<file path="src/rtl/keyvalue_initiator_if.sv">
// Command, response and bus signals between a host and the key/value bus initiator.
// Latency: none, this file only bundles wires.
// Backpressure: valid/ready on the command and response sides, and level ACK on the bus.
interface keyvalue_initiator_if #(
  parameter int DATA_WIDTH = 4,
  parameter int ADDR_WIDTH = 4
);
  // command port
  logic                  cmd_valid_i;
  logic                  cmd_ready_o;
  logic                  cmd_we_i;
  logic [ADDR_WIDTH-1:0] cmd_adr_i;
  logic [DATA_WIDTH-1:0] cmd_key_i;
  logic [DATA_WIDTH-1:0] cmd_dat_i;
  // response port
  logic                  rsp_valid_o;
  logic                  rsp_ready_i;
  logic [DATA_WIDTH-1:0] rsp_dat_o;
  logic                  rsp_err_o;
  // wishbone-style bus
  logic                  CYC_o;
  logic                  STB_o;
  logic                  WE_o;
  logic [ADDR_WIDTH-1:0] ADR_o;
  logic [DATA_WIDTH-1:0] DAT_o;
  logic [DATA_WIDTH-1:0] KEY_o;
  logic [DATA_WIDTH-1:0] SEL_o;
  logic [DATA_WIDTH-1:0] DAT_i;
  logic                  ACK_i;
  logic                  STALL_i;

  // initiator side
  modport master (
    input  cmd_valid_i, cmd_we_i, cmd_adr_i, cmd_key_i, cmd_dat_i,
    output cmd_ready_o,
    output rsp_valid_o, rsp_dat_o, rsp_err_o,
    input  rsp_ready_i,
    output CYC_o, STB_o, WE_o, ADR_o, DAT_o, KEY_o, SEL_o,
    input  DAT_i, ACK_i, STALL_i
  );

  // host plus responder side
  modport slave (
    output cmd_valid_i, cmd_we_i, cmd_adr_i, cmd_key_i, cmd_dat_i,
    input  cmd_ready_o,
    input  rsp_valid_o, rsp_dat_o, rsp_err_o,
    output rsp_ready_i,
    input  CYC_o, STB_o, WE_o, ADR_o, DAT_o, KEY_o, SEL_o,
    output DAT_i, ACK_i, STALL_i
  );
endinterface

</file>
<file path="src/rtl/keyvalue_initiator.sv">
// Turns one valid/ready command into one single-beat put/get bus cycle and returns the data or a timeout error.
// Latency: strobe from the cycle after the handshake; response the cycle after ACK is sampled, or after TIMEOUT+1 strobe cycles.
// Backpressure: holds the response until consumed; refuses commands while busy or while a stale ACK is still high.
module keyvalue_initiator #(
  parameter int DATA_WIDTH = 4,
  parameter int ADDR_WIDTH = 4,
  parameter int TIMEOUT    = 15
) (
  input logic                  sys_clk,
  input logic                  sys_rst,
  keyvalue_initiator_if.master kv
);
  localparam int CNT_W = (TIMEOUT > 0) ? $clog2(TIMEOUT + 1) : 1;
  localparam logic [CNT_W-1:0] TMO = CNT_W'(TIMEOUT);

  typedef enum logic [1:0] {IDLE, ACTIVE, RESP} state_t;

  state_t                state_q, state_d;
  logic [CNT_W-1:0]      cnt_q, cnt_d;
  logic                  we_q, we_d;
  logic [ADDR_WIDTH-1:0] adr_q, adr_d;
  logic [DATA_WIDTH-1:0] dat_q, dat_d;
  logic [DATA_WIDTH-1:0] key_q, key_d;
  logic [DATA_WIDTH-1:0] rsp_dat_q, rsp_dat_d;
  logic                  rsp_err_q, rsp_err_d;
  logic                  cmd_ready;
  logic                  cyc;
  logic                  timeout_hit;
  logic                  unused_stall;

  // The responder's stall only delays its ACK; the strobe is held regardless and the timeout keeps counting.
  assign unused_stall = kv.STALL_i;

  assign timeout_hit = (TIMEOUT != 0) && (cnt_q == TMO);

  // State and captured command/response registers
  always_ff @(posedge sys_clk or posedge sys_rst) begin
    if (sys_rst) begin
      state_q   <= IDLE;
      cnt_q     <= '0;
      we_q      <= 1'b0;
      adr_q     <= '0;
      dat_q     <= '0;
      key_q     <= '0;
      rsp_dat_q <= '0;
      rsp_err_q <= 1'b0;
    end else begin
      state_q   <= state_d;
      cnt_q     <= cnt_d;
      we_q      <= we_d;
      adr_q     <= adr_d;
      dat_q     <= dat_d;
      key_q     <= key_d;
      rsp_dat_q <= rsp_dat_d;
      rsp_err_q <= rsp_err_d;
    end
  end

  // Next-state and handshake logic for one bus cycle per command
  always_comb begin
    state_d   = state_q;
    cnt_d     = cnt_q;
    we_d      = we_q;
    adr_d     = adr_q;
    dat_d     = dat_q;
    key_d     = key_q;
    rsp_dat_d = rsp_dat_q;
    rsp_err_d = rsp_err_q;
    cmd_ready = 1'b0;
    cyc       = 1'b0;
    case (state_q)
      IDLE: begin
        // A level ACK still high belongs to the previous cycle; do not start a new one under it.
        cmd_ready = !kv.ACK_i;
        if (kv.cmd_valid_i && !kv.ACK_i) begin
          we_d    = kv.cmd_we_i;
          adr_d   = kv.cmd_adr_i;
          dat_d   = kv.cmd_dat_i;
          key_d   = kv.cmd_key_i;
          cnt_d   = '0;
          state_d = ACTIVE;
        end
      end
      ACTIVE: begin
        cyc = 1'b1;
        if (kv.ACK_i) begin
          // ACK wins over a timeout in the same cycle
          rsp_dat_d = kv.DAT_i;
          rsp_err_d = 1'b0;
          state_d   = RESP;
        end else if (timeout_hit) begin
          rsp_dat_d = '0;
          rsp_err_d = 1'b1;
          state_d   = RESP;
        end else if (TIMEOUT != 0) begin
          cnt_d = cnt_q + 1'b1;
        end
      end
      RESP: begin
        if (kv.rsp_ready_i) begin
          state_d = IDLE;
        end
      end
      default: state_d = IDLE;
    endcase
  end

  // Bus outputs derive from the state register so reset drops them without a clock edge.
  assign kv.cmd_ready_o = cmd_ready && !sys_rst;
  assign kv.CYC_o       = cyc;
  assign kv.STB_o       = cyc;
  assign kv.WE_o        = cyc && we_q;
  assign kv.ADR_o       = cyc ? adr_q : '0;
  assign kv.DAT_o       = cyc ? dat_q : '0;
  assign kv.KEY_o       = cyc ? key_q : '0;
  assign kv.SEL_o       = {DATA_WIDTH{cyc}};
  assign kv.rsp_valid_o = (state_q == RESP);
  assign kv.rsp_dat_o   = rsp_dat_q;
  assign kv.rsp_err_o   = rsp_err_q;
endmodule

</file>
<file path="src/flat_wrapper.sv">
// flat-port wrapper written by rule: the top's interface ports become plain ports
module keyvalue_initiator_flat 
#(
  parameter int DATA_WIDTH = 4,
  parameter int ADDR_WIDTH = 4,
  parameter int TIMEOUT    = 15
)
  (sys_clk, sys_rst, kv_cmd_valid_i, kv_cmd_we_i, kv_cmd_adr_i, kv_cmd_key_i, kv_cmd_dat_i, kv_cmd_ready_o, kv_rsp_valid_o, kv_rsp_dat_o, kv_rsp_err_o, kv_rsp_ready_i, kv_CYC_o, kv_STB_o, kv_WE_o, kv_ADR_o, kv_DAT_o, kv_KEY_o, kv_SEL_o, kv_DAT_i, kv_ACK_i, kv_STALL_i);
  keyvalue_initiator_if #(.DATA_WIDTH(DATA_WIDTH), .ADDR_WIDTH(ADDR_WIDTH)) kv_i ();
  input logic sys_clk;
  input logic sys_rst;
  input wire logic [$bits(kv_i.cmd_valid_i)-1:0] kv_cmd_valid_i;
  input wire logic [$bits(kv_i.cmd_we_i)-1:0] kv_cmd_we_i;
  input wire logic [$bits(kv_i.cmd_adr_i)-1:0] kv_cmd_adr_i;
  input wire logic [$bits(kv_i.cmd_key_i)-1:0] kv_cmd_key_i;
  input wire logic [$bits(kv_i.cmd_dat_i)-1:0] kv_cmd_dat_i;
  output wire logic [$bits(kv_i.cmd_ready_o)-1:0] kv_cmd_ready_o;
  output wire logic [$bits(kv_i.rsp_valid_o)-1:0] kv_rsp_valid_o;
  output wire logic [$bits(kv_i.rsp_dat_o)-1:0] kv_rsp_dat_o;
  output wire logic [$bits(kv_i.rsp_err_o)-1:0] kv_rsp_err_o;
  input wire logic [$bits(kv_i.rsp_ready_i)-1:0] kv_rsp_ready_i;
  output wire logic [$bits(kv_i.CYC_o)-1:0] kv_CYC_o;
  output wire logic [$bits(kv_i.STB_o)-1:0] kv_STB_o;
  output wire logic [$bits(kv_i.WE_o)-1:0] kv_WE_o;
  output wire logic [$bits(kv_i.ADR_o)-1:0] kv_ADR_o;
  output wire logic [$bits(kv_i.DAT_o)-1:0] kv_DAT_o;
  output wire logic [$bits(kv_i.KEY_o)-1:0] kv_KEY_o;
  output wire logic [$bits(kv_i.SEL_o)-1:0] kv_SEL_o;
  input wire logic [$bits(kv_i.DAT_i)-1:0] kv_DAT_i;
  input wire logic [$bits(kv_i.ACK_i)-1:0] kv_ACK_i;
  input wire logic [$bits(kv_i.STALL_i)-1:0] kv_STALL_i;
  assign kv_i.cmd_valid_i = kv_cmd_valid_i;
  assign kv_i.cmd_we_i = kv_cmd_we_i;
  assign kv_i.cmd_adr_i = kv_cmd_adr_i;
  assign kv_i.cmd_key_i = kv_cmd_key_i;
  assign kv_i.cmd_dat_i = kv_cmd_dat_i;
  assign kv_cmd_ready_o = kv_i.cmd_ready_o;
  assign kv_rsp_valid_o = kv_i.rsp_valid_o;
  assign kv_rsp_dat_o = kv_i.rsp_dat_o;
  assign kv_rsp_err_o = kv_i.rsp_err_o;
  assign kv_i.rsp_ready_i = kv_rsp_ready_i;
  assign kv_CYC_o = kv_i.CYC_o;
  assign kv_STB_o = kv_i.STB_o;
  assign kv_WE_o = kv_i.WE_o;
  assign kv_ADR_o = kv_i.ADR_o;
  assign kv_DAT_o = kv_i.DAT_o;
  assign kv_KEY_o = kv_i.KEY_o;
  assign kv_SEL_o = kv_i.SEL_o;
  assign kv_i.DAT_i = kv_DAT_i;
  assign kv_i.ACK_i = kv_ACK_i;
  assign kv_i.STALL_i = kv_STALL_i;
  keyvalue_initiator #(.DATA_WIDTH(DATA_WIDTH), .ADDR_WIDTH(ADDR_WIDTH), .TIMEOUT(TIMEOUT)) u_core (.sys_clk(sys_clk), .sys_rst(sys_rst), .kv(kv_i));
endmodule
</file>
<file path="config.mk">
export PLATFORM = sky130hd
export DESIGN_NAME = keyvalue_initiator_flat
export DESIGN_NICKNAME = d
export VERILOG_FILES = /design/src/rtl/keyvalue_initiator_if.sv /design/src/rtl/keyvalue_initiator.sv /design/src/flat_wrapper.sv
export SDC_FILE = /design/constraint.sdc
export NUM_CORES = 1
export LEC_CHECK = 0
export CORE_MARGIN = 2
export CORE_UTILIZATION = 45
export CTS_CLUSTER_SIZE = 28
export DETAILED_ROUTE_END_ITERATION = 7
export MAX_ROUTING_LAYER = met4
export PLACE_DENSITY = 0.8
export REMOVE_ABC_BUFFERS = 1
export SETUP_SLACK_MARGIN = 0.02
export SLEW_MARGIN = 10
export SYNTH_ARGS = -nofsm -noshare
export SYNTH_HDL_FRONTEND = slang
export SYNTH_SLANG_ARGS = --single-unit
</file>
<file path="constraint.sdc">
create_clock -name sys_clk -period 2.8 [get_ports sys_clk]
set_input_delay 0.56 -clock sys_clk [delete_from_list [all_inputs] [get_ports sys_clk]]
set_output_delay 0.56 -clock sys_clk [all_outputs]
set_load 0.01 [all_outputs]
</file>
# Word-level counts from Yosys, hierarchy flattened

Cells that the tools add are included.

Input bits: 23
Register bits: 24
Logic and storage cells: 47
Output and inout port bits: 26

Eq/ne operators: 8
Add/subtract/negate cells: 1
Reduce and logical (&&, ||, !) cells: 12
Mux-type cells: 18

Operators with widths:

| cell                                          | count |
|---|---|
| two-way mux 4 bit                             | 8 |
| two-way mux 2 bit                             | 4 |
| case mux 4 bit (2 select lines)               | 1 |
| case mux 2 bit (3 select lines)               | 1 |
| adder 4 x 1 -> 4 bit, second input constant   | 1 |
| == test 4 bit, second input constant          | 1 |
| two-way mux 1 bit                             | 4 |
| != test 2 x 1 -> 1 bit, second input constant | 2 |
| != test 2 bit, second input constant          | 2 |
| AND reduction 2 bit                           | 2 |
| AND reduction 4 bit                           | 1 |
| nonzero test 2 bit                            | 2 |
| logical AND 1 bit                             | 3 |
| != test 3 x 2 -> 1 bit, second input constant | 1 |
| AND reduction 3 bit                           | 1 |
| == test 2 x 1 -> 1 bit, second input constant | 1 |
| == test 2 bit, second input constant          | 1 |
| zero test 1 bit                               | 2 |
| zero test 2 bit                               | 1 |

# Depth between registers and ports, before layout

Gate-level depths: netlist of the first run.

Word-level depth: 4
Mapped depth: 6
Mapped depth without buffers: 6

# Worst setup path before layout of the first run

No wires, ideal clock.

Path kind: register to output
From: register u_core.state_q[0]
To: output kv_ADR_o[1]
Data required time: 2240 ps
Path buffers: 2
Setup slack: 1093 ps
Cell stages (with the launch flop): 5
Arrival time: 1147 ps
Cells stage by stage: dfrtp_1 -> nor2b_1 -> buf_2 -> buf_2 -> and2_1

Longest elaborated chain between the ends: 3

Ends and longest elaborated chain:

| element                  | RTL line                  | source |
|---|---|---|
| start: declaration       | keyvalue_initiator.sv:18  | `state_t state_q, state_d;` |
| start signal: assignment | keyvalue_initiator.sv:48  | `state_q <= state_d;` |
| == test 2 x 1 -> 1 bit   | keyvalue_initiator.sv:71  | `case (state_q)` |
| two-way mux 1 bit        | keyvalue_initiator.sv:71  |  |
| net kv_CYC_o             | flat_wrapper.sv:22        | `output wire logic [$bits(kv_i.CYC_o)-1:0] kv_CYC_o;` |
| two-way mux 4 bit        | keyvalue_initiator.sv:113 | `assign kv.ADR_o = cyc ? adr_q : '0;` |
| end: declaration         | flat_wrapper.sv:25        | `output wire logic [$bits(kv_i.ADR_o)-1:0] kv_ADR_o;` |

The timed path passes the listed nets, and every way through them passes these cells.

# Worst setup path after layout of the first run

From: register u_core.state_q[0]
To: output kv_ADR_o[1]

Longest elaborated chain between the ends: 3

Ends and longest elaborated chain:

| element                | RTL line |
|---|---|
| == test 2 x 1 -> 1 bit | keyvalue_initiator.sv:71 |
| two-way mux 1 bit      | keyvalue_initiator.sv:71 |
| two-way mux 4 bit      | keyvalue_initiator.sv:113 |

No other way between the ends.

==> flow_summary.yaml, run 1 <==
run_status:
  status: "finished, final reports clean"
cts:
  clkSinkCount: 24
  hold_buffers: 0
  clockBufferDepth: 2
  cts_tree: "built"
  cts_buffers: 3
  clock_latency_ns: 0.31
  cts.clk_slew.worst_paths_ns: 0.13
  cts_resized: 0
  post_cts_buffers: 0
  cts_root_buf: "clkbuf_4"
  ctsHtreeMaxLevel: 1
drt:
  via_per_inst: 5.16
  dr_total_vias: 877
  finalWirelength_um: 2540
  drtPass1Iterations: 4
  m1WireLength_um: 1110
  detail_route.wl_per_cell_um: 14.9
  drc_errors: 0
  antenna_violating_nets_post_route: 0
  maxUsedRoutingLayer: "met4"
  wl_met2_um: 1260
  drtIter0Drc: 6
  wl_met3_um: 153
timing:
  fin_ws_ns: 0.181
  post-route-min-period_ns: 2.62
  setup_tns_ns: 0
  hold_viol_final: 0
  worst_slew_pin_slew_ns: 0.352
  rsz0062_at_grt: "false"
  drv_slew: 0
  fin_crit_sh_pct: 93.5
  finalClockSkew_ns: 0.00615
  setup_viol: 0
  whs_ns: 0.499
  maxSlewHeadroom_pct: 76.4
  max_freq_ghz: 0.382
power_and_ir_drop:
  switchingPower_mw: 0.258
  p_sw_share_pct: 27.7
  peakVddDrop_uv: 367
  p_per_area_nw_per_um2: 564
  intPower_mw: 0.676
  total_power_mw: 0.934
  clockPowerShare_pct: 16.3
  leakage_nw: 0.727
  p_comb_share_pct: 33.9
  sequentialPowerShare_pct: 49.8
global_route:
  first_global_vias: 849
  grt_antenna_before_repair: 0
  grt-ovfl-total: 0
  track_usage_pct: 18.7
  grt_pass1_wl_um: 3820
  grt_max_degree: 32
floorplanning:
  start_util_pct: 47.3
  coreArea_um2: 2480
  ios: 49
  die_x_um: 55.0
  rows: 18
  dieArea_um2: 3030
  fp.dieH_um: 55.0
placed_design:
  dpl.cell_count: 167
  routabilityCongestion: 0.655
  port_buffers: 47
  dpl.hpwl_um: 1870
  post-place-ws_ns: 0.424
  dpl_cell_area_um2: 1640
finish:
  final_common_cell: "clkdlybuf4s50_1"
  final_core_util_pct: 66.9
  finalNetCount: 166
  drive_gt1_share_pct: 15.0
  final_cell_mix: "47 x clkdlybuf4s50_1, 24 x dfrtp_1, 13 x and2_1"
  finalNonFillerCells: 170
  syn_to_final_growth_pct: 41.4
  insertedDiodeCount: 0
  fillers: 193
  design_area_um2: 1660
worst_setup_path:
  r2r_setup_slack_ns: 1.26
  cp-start-kind: "register"
  end_kind: "output pin"
  path_max_fanout: 31
  setup.worst_path.class: "reg2out"
  crit_arrival_ns: 2.06
  worstPathRequired_ns: 2.24
logic_synthesis:
  synth_top_area_cell: "dfrtp_1"
  synthArstFlopShare_pct: 100
  synth.top_cells.by_area: "dfrtp_1 51%, mux2_4 13%, and2_1 6.9%"
  synth.avg_cell_area_um2: 12.2
  synth_cell_type_count: 25
  synth_area_um2: 1170
  ys_seq_area_share_pct: 51.2
  yosysWarnings: 0
  synth_top_area_share_pct: 51.2
  ys.flop_type: "dfrtp_1"
  synth-edff-count: 0
  synthCells: 96
  synth_seq_cells: 24
hold_path:
  min_path_type: "in2async"
job:
  cap_violations: 0
[worst max-delay path: stages, from the launching register on]
cell and delay, ns:
dfrtp_1 0.51, nor2b_1 0.20, buf_4 0.30, and2_1 0.19
clkdlybuf4s50_1 0.56
[power by group through the flow]
stage / combinational, mW / clock (mW) / sequential, mW
after floorplan: 0.155 / 0 / 0.467
after CTS: 0.321 / 0.156 / 0.467
after global routing: 0.342 / 0.170 / 0.475
after detailed placement: 0.320 / 0 / 0.471
final: 0.317 / 0.152 / 0.465
after global placement: 0.311 / 0 / 0.467
[layout make-up]
type / instances / area (um^2) / share of cell area, %
flip-flops and latches: 24 / 601 / 36.2
well taps: 30 / 37.5 / 2.26
inverters: 4 / 15.0 / 0.906
multi-input cells: 58 / 482 / 29.1
repair buffers: 51 / 500 / 30.2
clock buffers: 3 / 22.5 / 1.36
[worst paths after layout]
path / from / end / cells past startpoint
worst max-delay path: u_core.state_q[0] / kv_ADR_o[1] / 4
worst min-delay path: sys_rst / u_core.key_q[0] / 2
max in group asynchronous: sys_rst / u_core.cnt_q[0] / 3
worst min register to register: u_core.kv.rsp_dat_o[0] / u_core.kv.rsp_dat_o[0] / 1
min in group sys_clk: u_core.kv.rsp_dat_o[0] / u_core.kv.rsp_dat_o[0] / 1
worst max register to register: u_core.state_q[0] / u_core.kv.rsp_dat_o[2] / 4
[kinds of logic after synthesis]
group                      share of synthesized area, %
buffers and inverters                              7.68
DFF                                                51.2
and+or+nand+nor                                    16.0
AOI/OAI and AO/OA                                  8.32
adders and majority gates                          1.07
muxes                                              15.7
[per-layer routing]
metal / GRT usage [%] / vias up
met3: 3.76 / 2
met5: - / -
met1: 24.2 / 423
met2: 28.2 / 35
met4: 8.54 / 0
li1: - / 417
[registers in the layout, indices dropped and copies added, names as in the netlist]
register             cells
u_core.kv.rsp_dat_o      4
u_core.dat_q             4
u_core.adr_q             4
u_core.we_q              1
u_core.state_q           2
u_core.kv.rsp_err_o      1
u_core.cnt_q             4
u_core.key_q             4
[cells in the mapped netlist (2+ instances only)]
cell	number
a32o_1	5
buf_2	3
dfrtp_1	24
buf_6	2
nor2_1	3
mux2_2	3
nand3_1	2
nand2_1	6
buf_4	5
inv_1	4
a21oi_1	2
mux2_4	10
o21ai_0	3
and2_1	13
Power figures use the tool's default switching activity.
==> run 2: changes to the inputs <==
--- a/config.mk
+++ b/config.mk
@@ -5,7 +5,6 @@
 export SDC_FILE = /design/constraint.sdc
 export NUM_CORES = 1
 export LEC_CHECK = 0
-export CORE_MARGIN = 2
 export CORE_UTILIZATION = 45
 export CTS_CLUSTER_SIZE = 28
 export DETAILED_ROUTE_END_ITERATION = 7
==> run 2 against run 1 <==
Compared with the run above: final cell count rose by 0.59%; final area up 0.83%; critical path type unchanged; fmax is 2.3% higher; critical endpoint is now kv_DAT_o[3]; clock power rose by 18%.
==> flow_summary.yaml, run 2 (synthesis gave the netlist of run 1 again) <==
run_status:
  status: "finished, final reports clean"
floorplanning:
  die_x_um: 53.0
  ios: 49
  fp.dieH_um: 53.0
  dieArea_um2: 2810
  coreArea_um2: 2480
  start_util_pct: 47.3
  rows: 18
drt:
  antenna_violating_nets_post_route: 0
  finalWirelength_um: 2440
  drtIter0Drc: 13
  drc_errors: 0
  via_per_inst: 5.19
  detail_route.wl_per_cell_um: 14.3
  dr_total_vias: 887
  drtPass1Iterations: 4
finish:
  fillers: 188
  multi_input_area_um2: 482
  finalNetCount: 166
  finalNonFillerCells: 171
  final_common_cell: "clkdlybuf4s50_1"
  syn_to_final_growth_pct: 42.6
  drive_gt1_share_pct: 15.6
  regArea_um2: 601
  final_core_util_pct: 67.5
  final_cell_mix: "47 x clkdlybuf4s50_1, 24 x dfrtp_1, 13 x and2_1"
  design_area_um2: 1670
  insertedDiodeCount: 0
worst_setup_path:
  worstPathRequired_ns: 2.24
  cp-start-kind: "register"
  path_max_fanout: 31
  setup.worst_path.class: "reg2out"
  end_kind: "output pin"
  crit_arrival_ns: 2.00
global_route:
  track_usage_pct: 18.4
  first_global_vias: 822
  grt-ovfl-total: 0
  grt_pass1_wl_um: 3570
  grt_antenna_before_repair: 0
  grt_max_degree: 32
power_and_ir_drop:
  p_sw_share_pct: 26.6
  p_per_area_nw_per_um2: 574
  clockPowerShare_pct: 18.6
  p_comb_share_pct: 33.0
  intPower_mw: 0.705
  sequentialPowerShare_pct: 48.4
  switchingPower_mw: 0.255
  peakVddDrop_uv: 404
  leakage_nw: 0.735
job:
  cap_violations: 0
cts:
  cts_root_buf: "clkbuf_4"
  ctsHtreeMaxLevel: 1
  post_cts_buffers: 0
  cts_tree: "built"
  clock_latency_ns: 0.30
  cts_resized: 0
  cts.clk_slew.worst_paths_ns: 0.13
  clockBufferDepth: 2
  clkSinkCount: 24
  cts_buffers: 3
  hold_buffers: 0
timing:
  fin_ws_ns: 0.241
  post-route-min-period_ns: 2.56
  worst_slew_pin_slew_ns: 0.374
  max_freq_ghz: 0.391
  setup_viol: 0
  whs_ns: 0.467
  fin_crit_sh_pct: 91.4
  rsz0062_at_grt: "false"
  finalClockSkew_ns: 0.00516
  maxSlewHeadroom_pct: 74.9
  drv_slew: 0
  hold_viol_final: 0
placed_design:
  routabilityCongestion: 0.680
  post-place-ws_ns: 0.424
  dpl.hpwl_um: 1760
  port_buffers: 47
  dpl.cell_count: 167
  dpl_cell_area_um2: 1640
hold_path:
  min_path_type: "in2async"
==> run 2: final cells by class <==
type,instances,share of cell area (%)
inverter,4,0.898
clock buffer,4,2.17
timing repair buffer,51,29.9
multi-input combinational,58,28.8
sequential,24,35.9
tap,30,2.25
==> run 2: path summary, 6_finish.rpt <==
path / from / endpoint / slack [ns] / cells past startpoint
max: u_core.state_q[0] / kv_DAT_o[3] / 0.24 / 4
min reg2reg: u_core.kv.rsp_dat_o[1] / u_core.kv.rsp_dat_o[1] / 0.51 / 1
min: sys_rst / u_core.kv.rsp_dat_o[3] / 0.47 / 2
max in group asynchronous: sys_rst / u_core.adr_q[2] / 1.83 / 3
min in group sys_clk: u_core.kv.rsp_dat_o[1] / u_core.kv.rsp_dat_o[1] / 0.51 / 1
max reg2reg: u_core.state_q[0] / u_core.key_q[2] / 1.21 / 3
==> run 2: stage by stage <==
stage          setup TNS, ns  power [mW]
5_1_grt                    0        1.01
4_1_cts                    0       0.970
3_3_place_gp               0       0.776
3_5_place_dp               0       0.788
2_1_floorplan         -0.352       0.622
6_report                   0       0.959
==> run 2: power by group through the flow <==
stage	clock, mW	sequential, mW	combinational [mW]
CTS	0.186	0.464	0.320
global route	0.197	0.473	0.339
global placement	0	0.466	0.310
floorplan	0	0.467	0.155
detailed placement	0	0.469	0.318
finish	0.179	0.464	0.316
==> run 2: routing by layer <==
metal  GRT usage [%]  vias up  wire [um]
met5               -        -          0
met4            6.58        0         12
met3            2.59        2         88
met2            31.6       26       1280
met1            21.7      444       1060
li1                -      415          -
==> run 2: worst max-delay path: stages (launching register included) <==
cell and delay, ns:
dfrtp_1 0.50, nor2b_1 0.17, buf_4 0.28, and2_1 0.19
clkdlybuf4s50_1 0.55
